<file path="src/rtl/alu_share_ctrl_pkg.sv">
// Shared definitions for the ALU sharing controller: op codes, FSM states
// and the op-legality check.
package alu_pkg;

  localparam logic [2:0] ALU_ADD = 3'b010;
  localparam logic [2:0] ALU_MUL = 3'b100;
  localparam logic [2:0] ALU_SUB = 3'b110;
  localparam logic [2:0] ALU_AND = 3'b000;
  localparam logic [2:0] ALU_OR  = 3'b001;

  typedef enum logic [1:0] {
    ST_IDLE = 2'd0,
    ST_EXEC = 2'd1,
    ST_CAPT = 2'd2,
    ST_RESP = 2'd3
  } state_t;

  // True for the five op codes the ALU implements.
  function automatic logic op_legal(input logic [2:0] op);
    return (op == ALU_ADD) || (op == ALU_MUL) || (op == ALU_SUB) ||
           (op == ALU_AND) || (op == ALU_OR);
  endfunction

endpackage

</file>
<file path="src/rtl/alu_share_ctrl_if.sv">
// Request and response channels between the issue stages and the ALU
// sharing controller. The issue side is the master, the controller the slave.
interface alu_share_ctrl_if #(
  parameter int DATA_W = 32
);
  logic              req0_valid;
  logic              req0_ready;
  logic [2:0]        req0_op;
  logic [DATA_W-1:0] req0_a;
  logic [DATA_W-1:0] req0_b;

  logic              req1_valid;
  logic              req1_ready;
  logic [2:0]        req1_op;
  logic [DATA_W-1:0] req1_a;
  logic [DATA_W-1:0] req1_b;

  logic              resp_valid;
  logic              resp_ready;
  logic              resp_id;
  logic [DATA_W-1:0] resp_data;
  logic              resp_zero;
  logic              resp_err;

  modport master (
    output req0_valid, req0_op, req0_a, req0_b,
    output req1_valid, req1_op, req1_a, req1_b,
    output resp_ready,
    input  req0_ready, req1_ready,
    input  resp_valid, resp_id, resp_data, resp_zero, resp_err
  );

  modport slave (
    input  req0_valid, req0_op, req0_a, req0_b,
    input  req1_valid, req1_op, req1_a, req1_b,
    input  resp_ready,
    output req0_ready, req1_ready,
    output resp_valid, resp_id, resp_data, resp_zero, resp_err
  );
endinterface

</file>
<file path="src/rtl/alu_share_ctrl_arb.sv">
// Two-way round-robin arbiter. A lone requester always wins; on contention
// the requester that did not win last time gets the grant. The pointer only
// moves when a grant is actually taken.
module rr_arbiter2 #(
  parameter int RR_INIT = 0
) (
  input  logic clk_i,
  input  logic rst_i,
  input  logic valid0_i,
  input  logic valid1_i,
  input  logic accept_i,
  output logic grant0_o,
  output logic grant1_o
);

  // last_grant resets to the requester that does NOT hold priority.
  localparam logic LAST_RST = (RR_INIT == 0) ? 1'b1 : 1'b0;

  logic last_q;
  logic last_d;

  // Grant decode from the requests and the last winner.
  always_comb begin
    grant0_o = valid0_i & (~valid1_i | last_q);
    grant1_o = valid1_i & (~valid0_i | ~last_q);
    last_d   = last_q;
    if (accept_i) begin
      last_d = grant1_o;
    end
  end

  // Last-winner register.
  always_ff @(posedge clk_i or posedge rst_i) begin
    if (rst_i) begin
      last_q <= LAST_RST;
    end else begin
      last_q <= last_d;
    end
  end

endmodule

</file>
<file path="src/rtl/alu_share_ctrl.sv">
// Shares one registered ALU between two requesters. One op is in flight at
// a time: IDLE accepts, EXEC presents operands, CAPT grabs the ALU result,
// RESP holds the response until the consumer takes it.
//
//  state | meaning
//  IDLE  | ready follows arbiter grant; accept latches op/operands
//  EXEC  | operand regs drive the ALU, ALU samples at end of cycle
//  CAPT  | ALU result registered into the response, zero/err set
//  RESP  | resp_valid high until resp_ready
module alu_share_ctrl
  import alu_pkg::*;
#(
  parameter int DATA_W  = 32,
  parameter int CNT_W   = 16,
  parameter int RR_INIT = 0
) (
  input  logic              clk_i,
  input  logic              rst_i,
  alu_share_ctrl_if.slave   bus,
  output logic [DATA_W-1:0] alu_data1_o,
  output logic [DATA_W-1:0] alu_data2_o,
  output logic [2:0]        alu_ctrl_o,
  input  logic [DATA_W-1:0] alu_data_i,
  output logic [CNT_W-1:0]  grant_cnt0_o,
  output logic [CNT_W-1:0]  grant_cnt1_o
);

  localparam logic [CNT_W-1:0] CNT_ONE = {{(CNT_W-1){1'b0}}, 1'b1};

  state_t            state_q, state_d;
  logic              grant0, grant1;
  logic              idle, accept;
  logic [2:0]        op_q;
  logic [DATA_W-1:0] a_q, b_q;
  logic              id_q;
  logic [DATA_W-1:0] data_q;
  logic              zero_q, err_q;
  logic [CNT_W-1:0]  cnt0_q, cnt1_q;

  assign idle   = (state_q == ST_IDLE);
  assign accept = idle & (grant0 | grant1);

  rr_arbiter2 #(.RR_INIT(RR_INIT)) u_arb (
    .clk_i    (clk_i),
    .rst_i    (rst_i),
    .valid0_i (bus.req0_valid),
    .valid1_i (bus.req1_valid),
    .accept_i (accept),
    .grant0_o (grant0),
    .grant1_o (grant1)
  );

  assign bus.req0_ready = idle & grant0;
  assign bus.req1_ready = idle & grant1;

  assign bus.resp_valid = (state_q == ST_RESP);
  assign bus.resp_id    = id_q;
  assign bus.resp_data  = data_q;
  assign bus.resp_zero  = zero_q;
  assign bus.resp_err   = err_q;

  // Illegal codes run as AND so the ALU still produces a defined result.
  assign alu_data1_o  = a_q;
  assign alu_data2_o  = b_q;
  assign alu_ctrl_o   = op_legal(op_q) ? op_q : ALU_AND;
  assign grant_cnt0_o = cnt0_q;
  assign grant_cnt1_o = cnt1_q;

  // Next-state decode.
  always_comb begin
    state_d = state_q;
    unique case (state_q)
      ST_IDLE: if (accept) state_d = ST_EXEC;
      ST_EXEC: state_d = ST_CAPT;
      ST_CAPT: state_d = ST_RESP;
      ST_RESP: if (bus.resp_ready) state_d = ST_IDLE;
      default: state_d = ST_IDLE;
    endcase
  end

  // State register.
  always_ff @(posedge clk_i or posedge rst_i) begin
    if (rst_i) begin
      state_q <= ST_IDLE;
    end else begin
      state_q <= state_d;
    end
  end

  // Operand capture on accept; held through RESP so the ALU output is stable.
  always_ff @(posedge clk_i or posedge rst_i) begin
    if (rst_i) begin
      op_q <= '0;
      a_q  <= '0;
      b_q  <= '0;
      id_q <= 1'b0;
    end else if (accept) begin
      op_q <= grant1 ? bus.req1_op : bus.req0_op;
      a_q  <= grant1 ? bus.req1_a  : bus.req0_a;
      b_q  <= grant1 ? bus.req1_b  : bus.req0_b;
      id_q <= grant1;
    end
  end

  // Response capture from the registered ALU output.
  always_ff @(posedge clk_i or posedge rst_i) begin
    if (rst_i) begin
      data_q <= '0;
      zero_q <= 1'b0;
      err_q  <= 1'b0;
    end else if (state_q == ST_CAPT) begin
      data_q <= alu_data_i;
      zero_q <= (alu_data_i == '0);
      err_q  <= ~op_legal(op_q);
    end
  end

  // Saturating per-requester grant counters.
  always_ff @(posedge clk_i or posedge rst_i) begin
    if (rst_i) begin
      cnt0_q <= '0;
      cnt1_q <= '0;
    end else if (accept) begin
      if (grant0 && (cnt0_q != '1)) cnt0_q <= cnt0_q + CNT_ONE;
      if (grant1 && (cnt1_q != '1)) cnt1_q <= cnt1_q + CNT_ONE;
    end
  end

endmodule

</file>
<file path="src/flat_wrapper.sv">
// flat-port wrapper written by rule: the top's interface ports become plain ports
module alu_share_ctrl_flat import alu_pkg::*;
#(
  parameter int DATA_W  = 32,
  parameter int CNT_W   = 16,
  parameter int RR_INIT = 0
)
  (clk_i, rst_i, alu_data1_o, alu_data2_o, alu_ctrl_o, alu_data_i, grant_cnt0_o, grant_cnt1_o, bus_req0_valid, bus_req0_op, bus_req0_a, bus_req0_b, bus_req1_valid, bus_req1_op, bus_req1_a, bus_req1_b, bus_resp_ready, bus_req0_ready, bus_req1_ready, bus_resp_valid, bus_resp_id, bus_resp_data, bus_resp_zero, bus_resp_err);
  alu_share_ctrl_if #(.DATA_W(DATA_W)) bus_i ();
  input  logic clk_i;
  input  logic rst_i;
  output logic [DATA_W-1:0] alu_data1_o;
  output logic [DATA_W-1:0] alu_data2_o;
  output logic [2:0] alu_ctrl_o;
  input  logic [DATA_W-1:0] alu_data_i;
  output logic [CNT_W-1:0] grant_cnt0_o;
  output logic [CNT_W-1:0] grant_cnt1_o;
  input wire logic [$bits(bus_i.req0_valid)-1:0] bus_req0_valid;
  input wire logic [$bits(bus_i.req0_op)-1:0] bus_req0_op;
  input wire logic [$bits(bus_i.req0_a)-1:0] bus_req0_a;
  input wire logic [$bits(bus_i.req0_b)-1:0] bus_req0_b;
  input wire logic [$bits(bus_i.req1_valid)-1:0] bus_req1_valid;
  input wire logic [$bits(bus_i.req1_op)-1:0] bus_req1_op;
  input wire logic [$bits(bus_i.req1_a)-1:0] bus_req1_a;
  input wire logic [$bits(bus_i.req1_b)-1:0] bus_req1_b;
  input wire logic [$bits(bus_i.resp_ready)-1:0] bus_resp_ready;
  output wire logic [$bits(bus_i.req0_ready)-1:0] bus_req0_ready;
  output wire logic [$bits(bus_i.req1_ready)-1:0] bus_req1_ready;
  output wire logic [$bits(bus_i.resp_valid)-1:0] bus_resp_valid;
  output wire logic [$bits(bus_i.resp_id)-1:0] bus_resp_id;
  output wire logic [$bits(bus_i.resp_data)-1:0] bus_resp_data;
  output wire logic [$bits(bus_i.resp_zero)-1:0] bus_resp_zero;
  output wire logic [$bits(bus_i.resp_err)-1:0] bus_resp_err;
  assign bus_i.req0_valid = bus_req0_valid;
  assign bus_i.req0_op = bus_req0_op;
  assign bus_i.req0_a = bus_req0_a;
  assign bus_i.req0_b = bus_req0_b;
  assign bus_i.req1_valid = bus_req1_valid;
  assign bus_i.req1_op = bus_req1_op;
  assign bus_i.req1_a = bus_req1_a;
  assign bus_i.req1_b = bus_req1_b;
  assign bus_i.resp_ready = bus_resp_ready;
  assign bus_req0_ready = bus_i.req0_ready;
  assign bus_req1_ready = bus_i.req1_ready;
  assign bus_resp_valid = bus_i.resp_valid;
  assign bus_resp_id = bus_i.resp_id;
  assign bus_resp_data = bus_i.resp_data;
  assign bus_resp_zero = bus_i.resp_zero;
  assign bus_resp_err = bus_i.resp_err;
  alu_share_ctrl #(.DATA_W(DATA_W), .CNT_W(CNT_W), .RR_INIT(RR_INIT)) u_core (.clk_i(clk_i), .rst_i(rst_i), .bus(bus_i), .alu_data1_o(alu_data1_o), .alu_data2_o(alu_data2_o), .alu_ctrl_o(alu_ctrl_o), .alu_data_i(alu_data_i), .grant_cnt0_o(grant_cnt0_o), .grant_cnt1_o(grant_cnt1_o));
endmodule
</file>
<file path="config.mk">
export PLATFORM = sky130hd
export DESIGN_NAME = alu_share_ctrl_flat
export DESIGN_NICKNAME = d
export VERILOG_FILES = /design/src/rtl/alu_share_ctrl_pkg.sv /design/src/rtl/alu_share_ctrl_if.sv /design/src/rtl/alu_share_ctrl_arb.sv /design/src/rtl/alu_share_ctrl.sv /design/src/flat_wrapper.sv
export SDC_FILE = /design/constraint.sdc
export NUM_CORES = 1
export LEC_CHECK = 0
export CAP_MARGIN = 25
export CORE_UTILIZATION = 44
export DETAILED_ROUTE_END_ITERATION = 10
export PLACE_DENSITY = 0.87
export SETUP_SLACK_MARGIN = 0.3
export SYNTH_ARGS = -nofsm -noshare
export SYNTH_HDL_FRONTEND = slang
export SYNTH_SLANG_ARGS = --single-unit
export TNS_END_PERCENT = 10
</file>
<file path="constraint.sdc">
create_clock -name clk_i -period 12.21 [get_ports clk_i]
set_input_delay 1.8315 -clock clk_i [delete_from_list [all_inputs] [get_ports clk_i]]
set_output_delay 1.8315 -clock clk_i [all_outputs]
set_load 0.05 [all_outputs]
</file>
==> metrics.txt <==
VDD IR max 0.000148 V; clock period minus worst slack 6.08 ns; mapped cell area 0.00619 mm^2; area leader, netlist dfrtp_1; global-route wire length before repair 28.5 mm; Synth area leaders dfrtp_1 (55%), mux2i_1 (11%), o21ai_1 (5.5%); Pins Over Slew Limit 0; switching share of power 47.3%; clock skew 0.00674 ns; setup slack, reg-to-reg 9.81 ns; dpl cell area 0.00944 mm^2; cell area after layout 0.00997 mm^2; share of the synthesized area in the top cell type 55.0%; Chip Height 121 um; number of enable flip-flop cells after synthesis 0; status complete, no violations; Core Footprint 0.0135 mm^2; CTS tree built; vias per cell 5.20; Pwr Density 273 mW/mm^2; num rows 42; Routed Wire Length 18.5 mm; max incr delay on CP 0.80 ns; IO Count 308; DRC Markers 0; final setup fails 0; Diodes inserted 0; Combinational Power Share 55.6%; Starting DRT DRC Count 253; Setup TNS 0 ns; Setup Buffers After CTS 0; R2R Path Start u_core.u_arb.last_q; Slew @ Worst Pin 1.05 ns; most frequent CP cell clkdlybuf4s50_1; P_leak 4.37 nW; Num CTS Buffers 17; Crit path required time 10.38 ns; hold-fix buffers at CTS 0; crit path capture type primary output; Global Route Usage Sum 25.7%; Worst EP arrival 4.25 ns; clk slew on worst S/H paths 0.05 ns; syn avg cell area 11.2 um^2; layout cells sized above 1 5.56%; vias after detailed routing 5403; predominant post-synthesis flop cell dfrtp_1; Distinct cells, synth 40; Layout area overhead 61.0%; initial antenna violation count 0; Net Switching 1.28 mW; CP Max Fanout 13; Cells after Synth 552; GPL Wtd Cong 0.814; Fmax achieved 164 MHz; Critical path origin bus_req1_valid; Synthesis Warnings 0; cell internal pwr 1.43 mW; Worst path slowest cell clkdlybuf4s50_1; dpl ws 6.16 ns; CTS Sinks 137; Clk pwr share 16.2%; Port Buf Inserts 307; sequential cell area fraction in the yosys report 55.4%; Max Cap Viol 0; DIE AREA 0.0145 mm^2; per-cell routed wire length 17.8 um; post-route setup slack 6.13 ns; Power Total 2.72 mW; Starting Density 45.8%; post-cts resize count 0; DRT antenna net count 0; startpoint types input pin; Worst slew margin 30.2%; Hold Startpoint u_core.alu_data2_o[4]; HPWL after DPL 13.9 mm; crit share post-route 49.8%; Final #Nets 1029; Hold Violations, Final 0; die width 121 um; vias in the first global route 5505; RSZ-0062 raised after global routing false; syn_nets 728; Worst-Skew Late Latency 0.41 ns; crit path kind input pin to primary output; top-count cell post-synth dfrtp_1; Post-synth top cells dfrtp_1 (136), nand2_1 (81), o21ai_1 (68); type of the most critical hold path flip-flop to flip-flop; Overflow after GRT 0; DRT Pass-1 Iters 5; Flop pwr share 28.2%; critical path cell sequence clkdlybuf4s50_1, a21boi_4, nand2_1, inv_2, clkdlybuf4s50_1; #FFs+latches synth 137; Max clock buf depth 2; CTS root buffer clkbuf_16; H-tree Lvls 4; ys async rst share 100%; pin count of the biggest net entering global routing 81
==> power groups by stage <==
| stage | registers, mW | clock network (mW) | logic (mW) |
|---|---|---|---|
| final | 0.766 | 0.441 | 1.51 |
| after global routing | 0.788 | 0.469 | 1.59 |
| after CTS | 0.766 | 0.450 | 1.52 |
| after detailed placement | 0.768 | 0 | 1.51 |
| after global placement | 0.753 | 0 | 1.48 |
| after floorplan | 1.36 | 0 | 0.368 |
==> area by class of cell <==
cell class              count  area [um^2]
well taps                 176          220
repair buffers            314         3160
fillers                   913         3540
clock inverters             4         20.0
clock buffers              25          485
flip-flops and latches    137         3430
multi-input cells         374         2620
inverters                   9         38.8
==> path summary, 6_finish.rpt <==
| path | end | depth (start not counted) |
|---|---|---|
| max | bus_req1_ready | 5 |
| min | u_core.alu_data2_o[4] | 2 |
| max reg2reg | u_core.alu_data1_o[9] | 4 |
| min reg2reg | u_core.alu_data2_o[4] | 2 |
| max in group asynchronous | u_core.alu_data2_o[16] | 4 |
| min in group asynchronous | u_core.grant_cnt0_o[12] | 2 |
==> sequential cells by signal, indices dropped and copies added, names as in the netlist <==
name,count
u_core.bus.resp_data,32
u_core.state_q,2
u_core.grant_cnt1_o,16
u_core.bus.resp_id,1
u_core.op_q,3
u_core.alu_data1_o,32
u_core.u_arb.last_q,1
u_core.alu_data2_o,32
u_core.bus.resp_err,1
u_core.bus.resp_zero,1
u_core.grant_cnt0_o,16
==> cell families (layout without fill, tap and decap cells) <==
logic type / count (synthesis) / after routing / synth area share [%]
mux: 102 / 102 / 17.2
flops: 137 / 137 / 55.4
compound gates: 77 / 77 / 6.47
fa+ha+maj: 5 / 5 / 1.01
xor+xnor: 29 / 29 / 4.10
simple gates: 161 / 161 / 13.1
buf+inv: 41 / 352 / 2.69
==> critical path, delay by kind of cell <==
| family | cells | cell delay, ns |
|---|---|---|
| simple gates | 1 | 0.41 |
| compound gates | 1 | 0.51 |
| buf+inv | 3 | 1.49 |
==> per-layer routing <==
layer / vias to the layer above / track usage (%) / part of all wire (%)
met2: 242 / 46.7 / 53
met3: 43 / 6.27 / 6.8
li1: 2540 / - / -
met1: 2578 / 28.1 / 37
met5: - / 0 / 0
met4: 0 / 11.6 / 2.9
==> through the flow <==
| step | util (%) | cells | hold slack (ns) |
|---|---|---|---|
| after floorplan | - | 552 | 0.493 |
| after CTS | 73.6 | 1038 | 0.484 |
| after global placement | 69.7 | 1008 | 0.466 |
| final | 73.8 | 1039 | 0.481 |
| after detailed placement | 69.9 | 1009 | 0.468 |
| after global routing | 73.8 | 1039 | 0.500 |
==> cell usage in the layout (no fill, tap or decap), types with 6 or more instances in the layout <==
cell type and count:
clkbuf_16 17, o21ai_1 67, mux2i_1 67, xor2_1 27
mux2_2 6, clkdlybuf4s50_1 307, nand2_1 81, dfrtp_1 136
nor2_1 10, inv_1 6, nand4_1 10, nor4_1 11
nor3_1 12, mux2_1 29, nand3_1 11
(Power assumes the default switching activity.)
